## src/rtl/vga_fill_arbiter.sv

```systemverilog
// rtl/vga_fill_arbiter.sv - framebuffer write-port arbiter between the processor and a rectangle-fill engine
// Round-robin arbitration of CPU pixel writes and row-major fill writes, registered onto the VGA port.
module vga_fill_arbiter #(
  parameter int H_RES  = 640,
  parameter int V_RES  = 480,
  parameter int ADDR_W = 19,
  parameter int DATA_W = 24
) (
  input  logic              clock,
  input  logic              resetn,
  input  logic              cpu_wren,
  input  logic [ADDR_W-1:0] cpu_addr,
  input  logic [DATA_W-1:0] cpu_data,
  output logic              cpu_stall,
  input  logic              fill_start,
  input  logic [9:0]        fill_x0,
  input  logic [8:0]        fill_y0,
  input  logic [9:0]        fill_w,
  input  logic [8:0]        fill_h,
  input  logic [DATA_W-1:0] fill_color,
  output logic              fill_busy,
  output logic              fill_done,
  output logic              vga_wren_enable,
  output logic [ADDR_W-1:0] vga_data_addr,
  output logic [DATA_W-1:0] vga_data_write
);

  localparam logic [ADDR_W-1:0] FB_SIZE = ADDR_W'(H_RES * V_RES);

  typedef enum logic [1:0] {IDLE, CLIP, RUN, DONE} state_t;

  state_t              state, state_nxt;
  logic [9:0]          x0_q, w_q, x_q;
  logic [8:0]          y0_q, h_q, y_q;
  logic [DATA_W-1:0]   color_q;
  logic [10:0]         x_end_q;
  logic [9:0]          y_end_q;
  logic [ADDR_W-1:0]   row_base;
  logic                prio;

  logic [10:0]         x_sum, x_end_c, x_inc;
  logic [9:0]          y_sum, y_end_c, y_inc;
  logic                empty, row_last, col_last;
  logic                fill_req, fill_gnt, cpu_gnt, cpu_valid;
  logic [ADDR_W-1:0]   fill_addr;

  // Sums are one bit wider than the operands so the clip compare never wraps.
  assign x_sum    = {1'b0, x0_q} + {1'b0, w_q};
  assign y_sum    = {1'b0, y0_q} + {1'b0, h_q};
  assign x_end_c  = (x_sum > 11'(H_RES)) ? 11'(H_RES) : x_sum;
  assign y_end_c  = (y_sum > 10'(V_RES)) ? 10'(V_RES) : y_sum;
  assign empty    = (w_q == '0) || (h_q == '0) ||
                    ({1'b0, x0_q} >= 11'(H_RES)) || ({1'b0, y0_q} >= 10'(V_RES));
  assign x_inc    = {1'b0, x_q} + 11'd1;
  assign y_inc    = {1'b0, y_q} + 10'd1;
  assign row_last = (x_inc == x_end_q);
  assign col_last = (y_inc == y_end_q);
  assign fill_addr = row_base + ADDR_W'(x_q);

  assign fill_gnt  = fill_req & (~cpu_wren | prio);
  assign cpu_gnt   = cpu_wren & ~(fill_req & prio);
  assign cpu_stall = cpu_wren & fill_req & prio;
  assign cpu_valid = (cpu_addr < FB_SIZE);

  always_ff @(posedge clock or negedge resetn) begin
    if (!resetn) state <= IDLE;
    else         state <= state_nxt;
  end

  always_comb begin
    state_nxt = state;
    case (state)
      IDLE: if (fill_start) state_nxt = CLIP;
      CLIP: state_nxt = empty ? DONE : RUN;
      RUN:  if (fill_gnt && row_last && col_last) state_nxt = DONE;
      DONE: state_nxt = IDLE;
      default: state_nxt = IDLE;
    endcase
  end

  always_comb begin
    fill_req  = 1'b0;
    fill_busy = 1'b0;
    fill_done = 1'b0;
    fill_req  = (state == RUN);
    fill_busy = (state != IDLE);
    fill_done = (state == DONE);
  end

  always_ff @(posedge clock or negedge resetn) begin
    if (!resetn) begin
      x0_q     <= '0;
      y0_q     <= '0;
      w_q      <= '0;
      h_q      <= '0;
      color_q  <= '0;
      x_end_q  <= '0;
      y_end_q  <= '0;
      x_q      <= '0;
      y_q      <= '0;
      row_base <= '0;
    end else begin
      case (state)
        IDLE: if (fill_start) begin
          x0_q    <= fill_x0;
          y0_q    <= fill_y0;
          w_q     <= fill_w;
          h_q     <= fill_h;
          color_q <= fill_color;
        end
        CLIP: begin
          x_end_q  <= x_end_c;
          y_end_q  <= y_end_c;
          x_q      <= x0_q;
          y_q      <= y0_q;
          row_base <= ADDR_W'(y0_q) * ADDR_W'(H_RES);
        end
        RUN: if (fill_gnt) begin
          if (row_last) begin
            x_q      <= x0_q;
            y_q      <= y_q + 9'd1;
            row_base <= row_base + ADDR_W'(H_RES);
          end else begin
            x_q <= x_q + 10'd1;
          end
        end
        default: ;
      endcase
    end
  end

  // Out-of-range CPU writes are still accepted; they just never strobe the port.
  always_ff @(posedge clock or negedge resetn) begin
    if (!resetn) begin
      prio            <= 1'b0;
      vga_wren_enable <= 1'b0;
      vga_data_addr   <= '0;
      vga_data_write  <= '0;
    end else begin
      if (cpu_wren && fill_req) prio <= ~prio;
      vga_wren_enable <= fill_gnt | (cpu_gnt & cpu_valid);
      if (fill_gnt) begin
        vga_data_addr  <= fill_addr;
        vga_data_write <= color_q;
      end else if (cpu_gnt) begin
        vga_data_addr  <= cpu_addr;
        vga_data_write <= cpu_data;
      end
    end
  end

endmodule

```

## config.mk

```make
export PLATFORM = sky130hd
export DESIGN_NAME = vga_fill_arbiter
export DESIGN_NICKNAME = d
export VERILOG_FILES = /design/src/rtl/vga_fill_arbiter.sv
export SDC_FILE = /design/constraint.sdc
export NUM_CORES = 1
export LEC_CHECK = 0
export ABC_CLOCK_PERIOD_IN_PS = 4000
export CAP_MARGIN = 20
export CORE_MARGIN = 1
export CORE_UTILIZATION = 59
export CTS_CLUSTER_DIAMETER = 40
export DETAILED_ROUTE_END_ITERATION = 16
export GPL_ROUTABILITY_DRIVEN = 0
export GPL_TIMING_DRIVEN = 0
export PLACE_DENSITY = 0.87
export SETUP_SLACK_MARGIN = 0.4
export SYNTH_ARGS = -nofsm -noshare
export SYNTH_HDL_FRONTEND = slang
export SYNTH_SLANG_ARGS = --single-unit
```

## constraint.sdc

```tcl
create_clock -name clock -period 4 [get_ports clock]
set_input_delay 0.8 -clock clock [delete_from_list [all_inputs] [get_ports clock]]
set_output_delay 0.8 -clock clock [all_outputs]
set_load 0.1 [all_outputs]
```

### Word-level counts from Yosys, hierarchy flattened

Index checks and enable logic that the tools add are counted.
W data, S select, Z words.

| word-level totals | value |
|---|---|
| register bits | 168 |
| input port bits | 109 |
| output and inout bits | 47 |
| logic and storage cells | 84 |

| cells by class | value |
|---|---|
| add/sub/neg operators | 8 |
| $mul | 1 |
| order comparisons | 5 |
| eq/ne operators | 9 |
| multiplexer cells | 19 |
| bitwise operators | 11 |
| reduce and logical (&&, ||, !) cells | 16 |

Operator list:

| operator | number |
|---|---|
| $mux W19 | 4 |
| $mux W24 | 2 |
| $pmux W19 S2 | 1 |
| $mux W10 | 3 |
| $pmux W10 S2 | 1 |
| $add A19 B10 Y19 | 1 |
| $add A19 B10 Y19 const B | 1 |
| $lt A19 B19 Y1 const B | 1 |
| $mux W9 | 2 |
| $pmux W9 S2 | 1 |
| $mul A9 B3 Y12 const B | 1 |
| $add A10 B1 Y11 const B | 1 |
| $add A10 B10 Y11 | 1 |
| $eq A11 B11 Y1 | 1 |
| $gt A11 B10 Y1 const B | 1 |
| $mux W11 | 1 |
| $add A10 B1 Y10 const B | 1 |
| $add A9 B1 Y10 const B | 1 |
| $add A9 B9 Y10 | 1 |
| $eq A10 B10 Y1 | 1 |
| $ge A10 B10 Y1 const B | 1 |
| $gt A10 B9 Y1 const B | 1 |
| $logic_not A10 Y1 | 1 |
| $add A9 B1 Y9 const B | 1 |
| 18 further kinds | 38 |

### Logic depth before layout (Yosys ltp)

| logic depth | value |
|---|---|
| depth after elaboration | 7 |
| mapped depth | 11 |
| gate-level depth less buffers | 11 |

### Least setup slack after synthesis

OpenSTA, ideal clock, no wires.

| path | value |
|---|---|
| path kind | input to output |
| start point | input cpu_wren |
| end point | output cpu_stall |
| arrival time | 2.387 ns |
| data required time | 3.200 ns |
| path slack | 0.813 ns |
| stages on the path | 3 |
| buffers on the path | 2 |
| path through | clkbuf_1 clkbuf_1 and3_1 |

| between the ends | value |
|---|---|
| longest elaborated chain between the ends | 2 |

Ends and longest elaborated chain:

| item | line | RTL |
|---|---|---|
| start: declaration | 11 | `input logic cpu_wren,` |
| $and A1 B1 Y1 (2 in series) | 62 | `assign cpu_stall = cpu_wren & fill_req & prio;` |
| end: declaration | 14 | `output logic cpu_stall,` |

Every way passes these cells.

### Worst setup path in the final report

Ends and elaborated chain as after synthesis.

==> results.toml <==
[worst_setup_path]
reg2reg_depth = 11
cp-startpoint = "cpu_wren"
cp.required_ns = 3.20
r2r-start = "x_q[0]$_DFFE_PN0P_"
endpoint_kind = "output pin"
r2r_end = "row_base[10]$_DFFE_PN0P_"
path_max_fanout = 10
setup.worst_path.end = "cpu_stall"
crit_arrival_ns = 2.64
critPathLaunchType = "input pin"
r2r_setup_slack_ns = 0.72
worstSetupPathType = "input pin to output pin"

[route]
ant_nets = 0
vias_per_cell = 6.266
met3WireLength_um = 1996
wl_per_cell_um = 19.11
wirelength_met1_um = 10570
drt_iter0_markers = 610
dr_total_vias = 8346
drt_first_pass_iters = 5
highest_layer = "met4"
routed-wl-met2_um = 12020
drc = 0
routed_wl_um = 25450

[finish]
antenna_cells = 0
fill_cells = 1080
area_growth_syn_to_layout_pct = 25.53
final_cell_area_um2 = 11950
nets = 1260
drive_gt1_frac = 0.1505

[status]
status = "completed"

[clock_tree]
clkSlewWorstSetupHoldPaths_ns = 0.06
clk_latency_ns = 0.43
cts_hold_buf = 0
cts-resized-gates = 8
htreeDepth = 4
clkSinkCount = 161
post-cts-setup-buffers = 0
numCtsBuffers = 17
cts_tree = "yes"
clock_path_buffers = 2
clockRootBuffer = "clkbuf_16"

[logic_synthesis]
yosysWarnings = 0
ys_seq_area_frac = 0.4231
synth_area_um2 = 9522
ys_types = 67
synthMuxAreaShare = 0.1356
syn_inst = 928
syn_nets = 1085
ys_seq_elements = 161
synth-simple-area-share = 0.1151
synth.area.top_cells = "dfrtp_1 42%, mux2_2 9.3%, ha_1 5.9%"
post-synth-top-area-cell = "dfrtp_1"
synth_edf_count = 0
synth_fa_ha_area_frac = 0.06544
synth_async_sr_flop_share = 1.000
synth_area_per_cell_um2 = 10.26
synth_top_area_share = 0.4231
synth_compound_area_frac = 0.1724
synth_ff_type = "dfrtp_1"
synth_top_family_by_area = "compound AO/OA/AOI/OAI gates"
synth-xor-area-share = 0.04967

[timing]
rsz0062_at_grt = "no"
min_period_ns = 3.437
setup_slack_ns = 0.5630
setup_tns_ns = 0
finalSetupViolations = 0
timing.fmax_mhz = 291.0
timing.slew.headroom = 0.3199
hold_viol = 0
hold_slack_ns = 0.2566
worstMarginPinSlew_ns = 1.017
report.final.slew_viol_count = 0
skew_ns = 0.006655
min_period_over_period = 0.8593

[grt]
antenna_found_initial = 0
grt_pass1_vias = 8136
overflow = 0
grt_max_degree = 115
track_usage = 0.3165
grt_pass1_wl_um = 40650

[place]
port_buffers = 155
dp_hpwl_um = 18140
pre_cts_ws_ns = -0.5644
dpl_cell_area_um2 = 11380

[floorplan]
ioPinCount = 156
die_area_um2 = 16650
core-area_um2 = 15830
num_rows = 46
initial_utilization = 0.6016
die_y_um = 129.0
dieWidth_um = 129.0

[flow_run]
cap_violations = 0

[hold_path]
hold_class = "input pin to asynchronous set/reset pin"
## cell usage in the layout, fill, tap and decap left out, drive strengths merged, types with 11 or more instances in the layout
| master | count |
|---|---|
| nand4 | 12 |
| clkdlybuf4s50 | 153 |
| clkbuf | 59 |
| nor3 | 16 |
| nand3 | 29 |
| buf | 20 |
| ha | 45 |
| xnor2 | 27 |
| mux2 | 80 |
| dfrtp | 161 |
| nand2 | 66 |
| nor2 | 44 |
| and3 | 12 |
| o21ai | 29 |
| o22ai | 42 |
| nor2b | 11 |
| xor2 | 27 |
| mux2i | 39 |
| a21oi | 51 |
| o221a | 28 |
| inv | 35 |
## flip-flops by register name, summed over array words and instances (netlist names)
register,count
h_q,9
y0_q,9
vga_data_write,24
x_q,10
vga_wren_enable,1
x0_q,10
vga_data_addr,19
color_q,24
state,2
row_base,12
y_q,9
y_end_q,10
x_end_q,11
prio,1
w_q,10
## through the flow
step | cells | util
2_1_floorplan | 928 | -
3_3_place_gp | 1299 | 0.7167
3_5_place_dp | 1300 | 0.7187
4_1_cts | 1332 | 0.7555
5_1_grt | 1332 | 0.7552
6_report | 1332 | 0.7552
## worst min path at each step
stage | to | slack, ns
final | vga_data_write[3]$_DFFE_PN0P_ | 0.26
after global routing | vga_data_write[3]$_DFFE_PN0P_ | 0.28
after CTS | vga_data_write[4]$_DFFE_PN0P_ | 0.27
after detailed placement | color_q[10]$_DFFE_PN0P_ | 0.50
after global placement | color_q[12]$_DFFE_PN0P_ | 0.49
after floorplan | x_end_q[9]$_DFFE_PN0P_ | 0.48
## logic make-up after synthesis
group,Yosys count
AO/OA/AOI/OAI,233
XOR/XNOR,54
adder cells (fa/ha/maj),48
buffers and inverters,91
flip-flops,161
multiplexers,119
other,1
AND/OR/NAND/NOR,221
## cells in the mapped netlist, types with 7 or more instances
cell	number
nand4_1	11
dfrtp_1	161
o21a_1	8
xnor2_1	27
nor2_1	43
nor4_1	8
a21oi_1	51
clkbuf_1	39
a22oi_1	7
nor2b_1	11
xor2_1	27
inv_1	34
mux2_2	79
mux2i_1	39
nor3_1	16
a21o_1	9
buf_2	9
o221a_2	28
nand3_1	29
nand2_1	66
o22ai_1	42
ha_1	45
and3_1	12
o21ai_0	28
a211oi_1	8
## layer usage
layer  GRT usage  up-vias
met5           0        -
met2      0.5081      435
met4      0.1578        0
li1            -     3809
met3     0.06193       71
met1      0.4121     4031
## critical path: stages
cell,delay [ns]
clkdlybuf4s50_1,0.51
clkbuf_2,0.29
clkbuf_2,0.38
and3_1,0.22
buf_2,0.43
## layout make-up
class	instances	area, µm²	area share
Inverter	35	131.4	0.01099
Clock buffer	20	466.7	0.03905
Buffer	56	237.7	0.01989
Multi-Input combinational cell	676	5129	0.4291
Timing Repair Buffer	156	1579	0.1321
Tap cell	216	270.3	0.02261
Clock inverter	12	110.1	0.009212
Sequential cell	161	4029	0.3371
Power is left out: the tool's default activity adds up to more than one toggle a clock period on the data nets, which glitch-free logic cannot reach.
